===== src/rtl/mux_arbiter.sv =====
// rtl/mux_arbiter.sv - two-source round-robin arbiter with registered output
// Optional transfer counters are enabled with the MUX_ARB_STATS_EN macro.
module mux_arbiter #(
  parameter int WIDTH     = 8,
  parameter int MAX_BURST = 4
) (
  input  logic             sysclk,
  input  logic             rst,
  input  logic [WIDTH-1:0] a,
  input  logic             a_valid,
  output logic             a_ready,
  input  logic [WIDTH-1:0] b,
  input  logic             b_valid,
  output logic             b_ready,
  output logic [WIDTH-1:0] x,
  output logic             x_valid,
  input  logic             x_ready,
  output logic             sel
`ifdef MUX_ARB_STATS_EN
  ,
  output logic [15:0]      cnt_a,
  output logic [15:0]      cnt_b
`endif
);

  localparam logic       EMPTY     = 1'b0;
  localparam logic       FULL      = 1'b1;
  localparam logic [3:0] BURST_MAX = 4'(MAX_BURST);

  logic       state;
  logic [3:0] burst_cnt;
  logic       grant_any;
  logic       grant_b;
  logic       can_accept;
  logic       accept;

  // On a tie the owner keeps the channel until its burst allowance is used up.
  always_comb begin
    grant_any  = a_valid | b_valid;
    grant_b    = b_valid;
    if (a_valid && b_valid) begin
      grant_b = (burst_cnt < BURST_MAX) ? sel : ~sel;
    end
    can_accept = (state == EMPTY) | x_ready;
    accept     = grant_any & can_accept & ~rst;
  end

  assign a_ready = accept & ~grant_b & a_valid;
  assign b_ready = accept &  grant_b & b_valid;
  assign x_valid = (state == FULL);

  always_ff @(posedge sysclk) begin
    if (rst) begin
      state     <= EMPTY;
      x         <= '0;
      sel       <= 1'b0;
      burst_cnt <= 4'd0;
    end else if (accept) begin
      state <= FULL;
      x     <= grant_b ? b : a;
      if (grant_b == sel) begin
        burst_cnt <= (burst_cnt >= BURST_MAX) ? BURST_MAX : burst_cnt + 4'd1;
      end else begin
        sel       <= grant_b;
        burst_cnt <= 4'd1;
      end
    end else if (state == FULL && x_ready) begin
      state <= EMPTY;
    end
  end

`ifdef MUX_ARB_STATS_EN
  always_ff @(posedge sysclk) begin
    if (rst) begin
      cnt_a <= 16'd0;
      cnt_b <= 16'd0;
    end else begin
      if (a_ready && cnt_a != 16'hFFFF) cnt_a <= cnt_a + 16'd1;
      if (b_ready && cnt_b != 16'hFFFF) cnt_b <= cnt_b + 16'd1;
    end
  end
`endif

endmodule

===== config.mk =====
export PLATFORM = sky130hd
export DESIGN_NAME = mux_arbiter
export DESIGN_NICKNAME = d
export VERILOG_FILES = /design/src/rtl/mux_arbiter.sv
export SDC_FILE = /design/constraint.sdc
export NUM_CORES = 1
export LEC_CHECK = 0
export ABC_CLOCK_PERIOD_IN_PS = 1800
export CAP_MARGIN = 20
export CORE_ASPECT_RATIO = 1.25
export CORE_MARGIN = 3
export CORE_UTILIZATION = 40
export DETAILED_ROUTE_END_ITERATION = 12
export PLACE_DENSITY = 0.86
export SYNTH_ARGS = -nofsm -noshare
export SYNTH_HDL_FRONTEND = slang
export SYNTH_SLANG_ARGS = --single-unit
export TNS_END_PERCENT = 1

===== constraint.sdc =====
create_clock -name sysclk -period 1.8 [get_ports sysclk]
set_input_delay 0.36 -clock sysclk [delete_from_list [all_inputs] [get_ports sysclk]]
set_output_delay 0.36 -clock sysclk [all_outputs]
set_load 0.02 [all_outputs]

Yosys cells after proc, flatten, opt, wreduce, memory -nomap -nowiden
Cells that the tools add are included.
{"block": "word_totals", "input_bits": 21, "output_inout_bits": 12, "regBits": 14, "word_cells": 32}
{"block": "classes", "n_reduce_logical": 4, "n_addsub": 1, "n_eq_ne": 1, "bitwise": 13, "n_lt_le_gt_ge": 2, "mux": 7}
{"op": "two-way mux 4 bit", "n": 2}
{"op": "two-way mux 8 bit", "n": 1}
{"op": "AND 1 bit", "n": 6}
{"op": "inverter 1 bit", "n": 5}
{"op": "adder 4 x 1 -> 4 bit (second input constant)", "n": 1}
{"op": "greater-or-equal comparator 4 x 3 -> 1 bit (second input constant)", "n": 1}
{"op": "< comparator 4 x 3 -> 1 bit (second input constant)", "n": 1}
{"op": "two-way mux 1 bit", "n": 4}
{"op": "logical AND 1 bit", "n": 2}
{"op": "OR 1 bit", "n": 2}
{"op": "AND reduction 2 bit", "n": 1}
{"op": "nonzero test 2 bit", "n": 1}
{"op": "== test 1 bit", "n": 1}

Depth between registers and ports, before layout
Gate-level depths: netlist of run 1.
{"block": "depth", "ltp_word": 6, "ltp_mapped": 6, "ltp_nobuf": 4}

Worst setup path after synthesis of run 1
No wires, ideal clock.
{"block": "synth_path", "path_kind": "reg-to-output", "start": "reg sel", "end": "out a_ready", "path_stages_with_launch": 6, "path_buffers": 2, "required_ns": 1.440, "arrival_ns": 1.475, "slack_ns": -0.035, "path_cell_list": "dfxtp_1 buf_6 or4b_4 o211ai_2 buf_12 and2_2"}
{"block": "synth_between", "elab_chain_cells": 6}
{"element": "start: declaration", "line": "18", "rtl": "output logic sel"}
{"element": "start signal: assignment", "line": "64", "rtl": "sel <= grant_b;"}
{"element": "inverter 1 bit", "line": "42", "rtl": "grant_b = (burst_cnt < BURST_MAX) ? sel : ~sel;"}
{"element": "two-way mux 1 bit *", "line": "42"}
{"element": "two-way mux 1 bit *", "line": "41", "rtl": "if (a_valid && b_valid) begin"}
{"element": "inverter 1 bit *", "line": "48", "rtl": "assign a_ready = accept & ~grant_b & a_valid;"}
{"element": "AND 1 bit * (2 in series)", "line": "48"}
{"element": "end: declaration", "line": "11", "rtl": "output logic a_ready,"}
Every way passes the cells marked *; elsewhere a longest branch is shown, timed or not.

Final worst setup path of run 1
{"block": "layout_path", "start": "reg burst_cnt[3]", "end": "out a_ready"}
{"block": "layout_between", "elab_chain_cells": 6}
{"element": "start: declaration", "line": "31", "rtl": "logic [3:0] burst_cnt;"}
{"element": "start signal: assignment", "line": "62", "rtl": "burst_cnt <= (burst_cnt >= BURST_MAX) ? BURST_MAX : burst_cnt + 4'd1;"}
{"element": "< comparator 4 x 3 -> 1 bit", "line": "42"}
{"element": "two-way mux 1 bit", "line": "42"}
{"element": "two-way mux 1 bit", "line": "41"}
{"element": "inverter 1 bit", "line": "48"}
{"element": "AND 1 bit (2 in series)", "line": "48"}
No other way between the ends.

==> results by stage, run 1 <==
Setup path:
- In this run the critical register-to-register path is launched from burst_cnt[3].
- The end of the worst register-to-register path is x[2].
- For flop-to-flop paths, the worst setup slack is 0.03 ns.
- The critical-path maximum fanout is 3.
- For the worst setup path, the data required time is 1.44 ns.
- Counting cells, the worst reg-to-reg path comes to 6.
- The delay of the slowest critical-path stage is 0.54 ns.
- The critical path in this run is classified as reg -> out.
- The startpoint class of the critical path is a register.
- Data arrives at the worst endpoint at 1.56 ns.
- The slowest stage of the critical path belongs to the cell sky130_fd_sc_hd__or4b_4.
- Traced cell by cell, the critical path runs through or4b_4, o211ai_4, and2_4, buf_6.
- The top cell family by delay on the critical path is simple AND/OR/NAND/NOR gates.
- The worst setup path is captured at an output pin.
- The number of buffers and inverters on the critical path is 1.

Synthesis:
- The synthesized design contains 0 enable-type register cells.
- In this run, distinct cell masters in the synthesized netlist total 28.
- The post-synthesis instance total is 74.
- The flip-flop and latch count after synthesis is 14.
- After synthesis, the cell types taking the most area are sky130_fd_sc_hd__dfxtp_1, sky130_fd_sc_hd__a211oi_2, sky130_fd_sc_hd__mux2i_1.
- sky130_fd_sc_hd__dfxtp_1 takes more of the synthesized area than any other cell.
- After synthesis, the largest area contributor takes up 37.1% of total cell area.
- For this run, asynchronously set or reset flops after synthesis account for 0%.
- The number of nets in the synthesized netlist is 96.
- The count of warnings emitted by yosys is 0.
- The sequential cell area fraction in the yosys report is 37.1%.
- By count the netlist is led by sky130_fd_sc_hd__dfxtp_1, sky130_fd_sc_hd__nor2_1, sky130_fd_sc_hd__mux2i_1.
- For this run, the leading register cell type out of synthesis is sky130_fd_sc_hd__dfxtp_1.
- The cell area after synthesis is 754 µm².
- After synthesis, the mean cell area works out to 10.2 µm².

Floorplan:
- In this run the count of I/O pins placed on the die edge is 33.
- The die covers 2450 µm².
- The effective utilization at floorplan is 45.4%.
- The area inside the core boundary is 1660 µm².
- From left edge to right edge, the die measures 44.8 µm.
- The initialized floorplan defines 16 standard-cell rows.
- The die is 54.6 µm tall.

Timing:
- The number of hold violations in the final report was 0.
- The worst hold margin is 0.484 ns.
- Setup violations remaining at the end of the flow were counted as 2.
- The setup skew after layout is 0.00445 ns.
- The final critical delay including setup and external delays is 1.92 ns.
- The achievable clock frequency is 521 MHz.
- The accumulated negative setup slack is -0.135 ns.
- In the finished design, the share of the clock period the worst path needs comes to 107%.
- Setup repair after global routing could not meet its margin everywhere.
- The count of final max-slew check failures was 0.
- The worst relative slew slack is 78.2%.
- At the pin with the least slew margin, the transition time is 0.326 ns.
- The post-route worst setup slack is -0.120 ns.

Hold path:
- The worst hold path belongs to the class reg -> reg.
- The capture endpoint of the worst hold path is burst_cnt[1].
- Counting instances, the worst hold path has a depth of 2.
- The startpoint of the tightest hold check path is burst_cnt[1].

Clock tree:
- The CTS tree is built.
- The buffer type at the clock tree root is sky130_fd_sc_hd__clkbuf_4.
- The worst-skew pair later-pin latency is 0.27 ns.
- The clock net sink count is 14.
- The number of buffers inserted during clock tree synthesis is 3.
- The number of buffers on the longest clock path is 2.
- The number of hold buffers added after CTS is 0.
- After clock tree synthesis, the clock-pin slew on the worst setup and hold paths is 0.09 ns.
- The level count of the clock H-tree is 1.

Global routing:
- The sum of overflow across all layers after global routing is 0.
- The first global-routing pass estimated 3140 µm of wire.
- In the global route stage, overall resource usage came out at 17.5%.
- The number of antenna violations at the first check in global routing is 0.
- Entering global routing, the biggest net connects 21 pins.
- The via count of the first global-routing pass is 745.

Route:
- In the final routed layout, each cell accounts on average for 14.5 µm.
- The wire length after detailed routing is 2000 µm.
- The final route contains 741 vias.
- In this run, the number of DRC markers left after iteration 0 of detailed routing was 8.
- The final routed DRC violation total is 0.
- Once detail routing completed, the nets flagged for antenna violations numbered 0.
- The length of the first detailed-routing pass in iterations is 4.
- The via count normalized by instance count is 5.37.

Outcome:
- The final reports fail on setup timing.
- The flow ran to the end, but the final reports show violations.

Cells and area:
- The layout filler cell count is 119.
- From synthesis to final layout, the design area changed by 64.8%.
- The ratio of cells with drive above 1 in the final layout is 36.7%.
- Cells fill 74.8% of the core in the end.
- The number of antenna cells inserted is 0.
- The number of nets at the end of the flow is 143.

Run:
- Max-cap violations in this run came to 0.

Power:
- The power density over cell area is 661 nW/µm².
- The worst ir drop on vdd is 0.000564 V.
- The leakage power is 0.546 nW.
- The overall power consumption is 0.823 mW.

Place:
- The estimated wirelength of the detail-placed design is 1490 µm.
- The global placement routability congestion is 0.851.
- In this run the tool buffered the top-level ports with 32 buffer cells.
[sequential cells by signal, indices dropped and copies added (netlist names)]
register	count
burst_cnt	4
x_valid	1
x	8
sel	1
[routing by layer]
metal | track usage (%) | part of all wire [%]
met4 | 5.85 | 2.2
met2 | 33.3 | 58
met5 | 0 | 0
met3 | 1.97 | 3.1
met1 | 20.0 | 37
[cell usage in the layout (no fill, tap or decap), drive strengths merged, types with 2 or more instances in the layout]
cell type and instances:
a211oi 8, a21oi 2, and2 2, buf 17, clkbuf 4, clkdlybuf4s50 28
dfxtp 14, mux2i 9, nand2 2, nor2 14, nor3 3, or2 2
[how the worst max path moves through the flow]
| stage | startpoint | end | cells after the start |
|---|---|---|---|
| floorplan | sel | a_ready | 5 |
| CTS | b_valid | b_ready | 5 |
| detailed placement | a_valid | a_ready | 5 |
| global placement | a_valid | a_ready | 5 |
| finish | burst_cnt[3] | a_ready | 4 |
| global route | burst_cnt[3] | a_ready | 4 |
[kinds of logic (layout without fill, tap and decap cells)]
family | count (synthesis) | count (layout) | synth area share, %
AOI/OAI and AO/OA | 16 | 16 | 23.2
adders and majority gates | 1 | 1 | 1.66
buffers and inverters | 5 | 51 | 5.80
DFF | 14 | 14 | 37.1
muxes | 10 | 10 | 13.4
and+or+nand+nor | 28 | 28 | 18.7
[power breakdown]
part | total, mW | internal (mW) | switching, mW
Clock | 0.225 | 0.123 | 0.103
Sequential | 0.342 | 0.331 | 0.0113
Combinational | 0.255 | 0.139 | 0.116
[metrics by stage]
step	setup WS (ns)	instances	instance area, µm²
floorplan	0.0342	74	757
global placement	-0.710	132	1160
detailed placement	-0.733	132	1160
CTS	-0.103	138	1230
global route	-0.166	138	1240
finish	-0.120	138	1240
[final cells by class]
class / count / area (µm²) / share of cell area [%]
repair buffers: 47 / 440 / 35.4
clock buffers: 4 / 36.3 / 2.92
well taps: 18 / 22.5 / 1.81
flip-flops and latches: 14 / 283 / 22.7
multi-input cells: 55 / 462 / 37.1
[worst min-delay path: stages, from the launching register on]
cell,delay (ns)
sky130_fd_sc_hd__dfxtp_1,0.33
sky130_fd_sc_hd__nand2_1,0.06
sky130_fd_sc_hd__a21oi_1,0.06
[repair_timing]
item,in CTS,in global routing
gates cloned,0,0
resized for setup,16,5
pin swaps,2,1
buffers inserted,2,0
setup endpoints to repair,7,8
(Power assumes the default switching activity.)
==> run 2: changes to the inputs <==
ABC_CLOCK_PERIOD_IN_PS = 1900   (was 1800)
GPL_ROUTABILITY_DRIVEN = 0   (was not set)
clock period = 1.9 ns   (was 1.8 ns; I/O delays follow)
==> results by stage, run 2 (same netlist as run 1, synthesis figures left out) <==
Cells and area:
- The register cell area after layout is 283 µm² (unchanged).
- The most common cell after layout, fill and taps aside is sky130_fd_sc_hd__clkdlybuf4s50_1 (unchanged).
- The register ranked first by flip-flop count is x (unchanged).
- The number of antenna cells inserted is 0 (unchanged).
- The ratio of cells with drive above 1 in the final layout is 36.4% (was 36.7%).
- The design area is 1240 µm² (about the same).
- The flip-flop count of the largest register after layout came to 8 (unchanged).
- The layout filler cell count is 120 (was 119).
- The area growth from synthesis to final layout is 63.8% (was 64.8%).
- Largest registers: x x8, burst_cnt x4 (unchanged).
- Highest-count cells in the layout ignoring fill and taps: sky130_fd_sc_hd__clkdlybuf4s50_1, sky130_fd_sc_hd__buf_4, sky130_fd_sc_hd__nor2_1 (unchanged).
- The footprint of the multi-input gates is 454 µm² (was 462 µm²).
- The number of nets at the end of the flow came to 144 (was 143).

Timing:
- The accumulated negative setup slack is -0.0323 ns (was -0.135 ns).
- The number of hold violations in the final report is 0 (unchanged).
- In the finished design, the share of the clock period the worst path needs comes to 101%.
- The pin slew with the least headroom to its limit is 0.339 ns (was 0.326 ns).
- The worst relative slew slack is 77.4% (was 78.2%).
- RSZ-0062 raised after global routing: true (unchanged).
- The worst path in the final design needs a cycle of 1.92 ns, including I/O delays and setup.
- Derived from the worst setup path, the maximum achievable clock frequency is 521 MHz.
- The worst hold margin was 0.477 ns (was 0.484 ns).
- The post-route worst setup slack is -0.0211 ns (was -0.120 ns).
- The setup skew after layout is 0.000708 ns (was 0.00445 ns).
- The count of final max-slew check failures is 0 (unchanged).
- The count of final setup violators is 2 (unchanged).

Hold path:
- The capture endpoint of the worst hold path is burst_cnt[1] (unchanged).
- The number of instances on the worst hold path is 2 (unchanged).
- The type of the most critical hold path was reg -> reg (unchanged).
- The startpoint of the tightest hold check path is burst_cnt[1] (unchanged).

Route:
- The length of the first detailed-routing pass in iterations was 4 (unchanged).
- The overall via count from detail_route is 731 (was 741).
- The via count normalized by instance count was 5.26 (was 5.37).
- The residual antenna-violating net count after detailed routing is 0 (unchanged).
- The average wire per standard cell is 14.5 µm (about the same).
- The initial detailed-routing violation count came to 6 (was 8).
- The wire length after detailed routing came to 2020 µm (was 2000 µm).
- The final routed DRC violation total is 0 (unchanged).

Global routing:
- The overall track demand over capacity in global routing is 18.6% (was 17.5%).
- The largest net degree at the start of global routing is 21 (unchanged).
- The sum of overflow across all layers after global routing is 0 (unchanged).
- The number of antenna violations at the first check in global routing is 0 (unchanged).
- The via count of the first global-routing pass was 716 (was 745).
- The wire length of the first global-routing pass is 3240 µm (was 3140 µm).

Setup path:
- The startpoint class of the critical path is a register (unchanged).
- The critical-path maximum fanout is 3 (unchanged).
- The minimum setup slack among reg-to-reg paths is 0.19 ns (was 0.03 ns).
- The delay of the slowest critical-path stage is 0.53 ns (was 0.54 ns).
- The data required time at the worst endpoint came to 1.52 ns (was 1.44 ns).
- The reg-to-reg critical path startpoint was burst_cnt[3] (unchanged).
- The class of the most critical setup path is reg -> out (unchanged).
- The end of the worst register-to-register path is x[6] (was x[2]).
- The standard cell with the maximum stage delay on the critical path is sky130_fd_sc_hd__or4b_4 (unchanged).
- The kind of end point of the critical path is an output pin (unchanged).
- The arrival time at the worst endpoint is 1.54 ns (was 1.56 ns).
- Cell-by-cell trace of the critical path: or4b_4, o211ai_2, buf_4, nor2_4, buf_6 (was or4b_4, o211ai_4, and2_4, buf_6).
- The length in cells of the worst reg-to-reg path is 6 (unchanged).

Clock tree:
- The level count of the clock H-tree is 1 (unchanged).
- The clock net sink count is 14 (unchanged).
- The number of hold buffers added after CTS came to 0 (unchanged).
- The clock slew seen by the registers of the worst setup and hold paths is 0.08 ns (was 0.09 ns).
- The CTS tree is built (unchanged).
- The number of buffers inserted during clock tree synthesis is 3 (unchanged).
- The buffer type at the clock tree root is sky130_fd_sc_hd__clkbuf_4 (unchanged).
- The number of buffers on the longest clock path is 2 (unchanged).
- The worst-skew pair later-pin latency is 0.29 ns (was 0.27 ns).

Run:
- The max-capacitance violation count is 0 (unchanged).

Outcome:
- Run status: finished, violations left (unchanged).
- Violations in the final reports: setup timing (unchanged).

Floorplan:
- The die area was 2450 µm² (unchanged).
- The number of top-level pins came to 33 (unchanged).
- The number of rows created at floorplan was 16 (unchanged).
- The area inside the core boundary is 1660 µm² (unchanged).
- The horizontal die dimension was 44.8 µm (unchanged).
- The die outline height is 54.6 µm (unchanged).
- The effective utilization at floorplan is 45.4% (unchanged).

Place:
- The pre-CTS setup slack is -0.692 ns (was -0.733 ns).
- The cell area after placement came to 1160 µm² (about the same).
- The number of port buffers is 32 (unchanged).
- The estimated wirelength of the detail-placed design is 1540 µm (was 1490 µm).

Power:
- The power density over cell area is 633 nW/µm² (was 661 nW/µm²).
- The leakage power is 0.543 nW (was 0.546 nW).
- The overall power consumption is 0.783 mW (was 0.823 mW).
- The worst ir drop on vdd was 0.000458 V (was 0.000564 V).
==> run 2: changes by cell type in the layout (fill, tap and decap cells not counted), sizes merged <==
cell  change
buf       +1
==> run 2: per-layer routing <==
layer | part of all wire, % | wire, µm | track usage, % | up-vias
met5 | 0 | 0 | 0 | -
met3 | 2.8 | 57 | 2.30 | 5
met1 | 39 | 792 | 20.0 | 347
li1 | - | - | - | 363
met2 | 55 | 1110 | 34.7 | 16
met4 | 2.8 | 56 | 10.2 | 0
==> run 2: critical path: cells and delay by family, from the launching register on <==
kind | cells | cell delay [ns]
AO/OA/AOI/OAI | 1 | 0.09
flip-flops | 1 | 0.33
buffers and inverters | 2 | 0.27
AND/OR/NAND/NOR | 2 | 0.56
==> run 2: power breakdown <==
group / switching (mW) / total (mW) / internal (mW)
sequential: 0.0107 / 0.324 / 0.314
combinational: 0.108 / 0.239 / 0.131
clock: 0.103 / 0.220 / 0.117
==> run 2: area by class of cell <==
| type | instances | share of cell area (%) |
|---|---|---|
| sequential | 14 | 22.9 |
| multi-input combinational | 55 | 36.7 |
| clock buffer | 4 | 2.94 |
| tap | 18 | 1.82 |
| timing repair buffer | 48 | 35.6 |
==> run 2: timing repair <==
action / 4_1_cts / 5_1_grt
setup endpoints to repair: 2 / 2
pin swaps: 3 / 4
endpoints found under the hold margin: 0 / 0
setup buffers: 2 / 0
gates resized for setup: 17 / 2
==> run 2: through the flow <==
stage	instances	utilization, %
2_1_floorplan	74	-
3_3_place_gp	133	70.0
3_5_place_dp	133	70.0
4_1_cts	139	74.2
5_1_grt	139	74.4
6_report	139	74.4
==> run 2: how the worst max path moves through the flow <==
stage	end	cells after the start	start
after floorplan	a_ready	5	sel
after global routing	b_ready	5	burst_cnt[3]
after CTS	b_ready	5	sel
after detailed placement	a_ready	5	a_valid
after global placement	a_ready	5	a_valid
final	b_ready	5	burst_cnt[3]
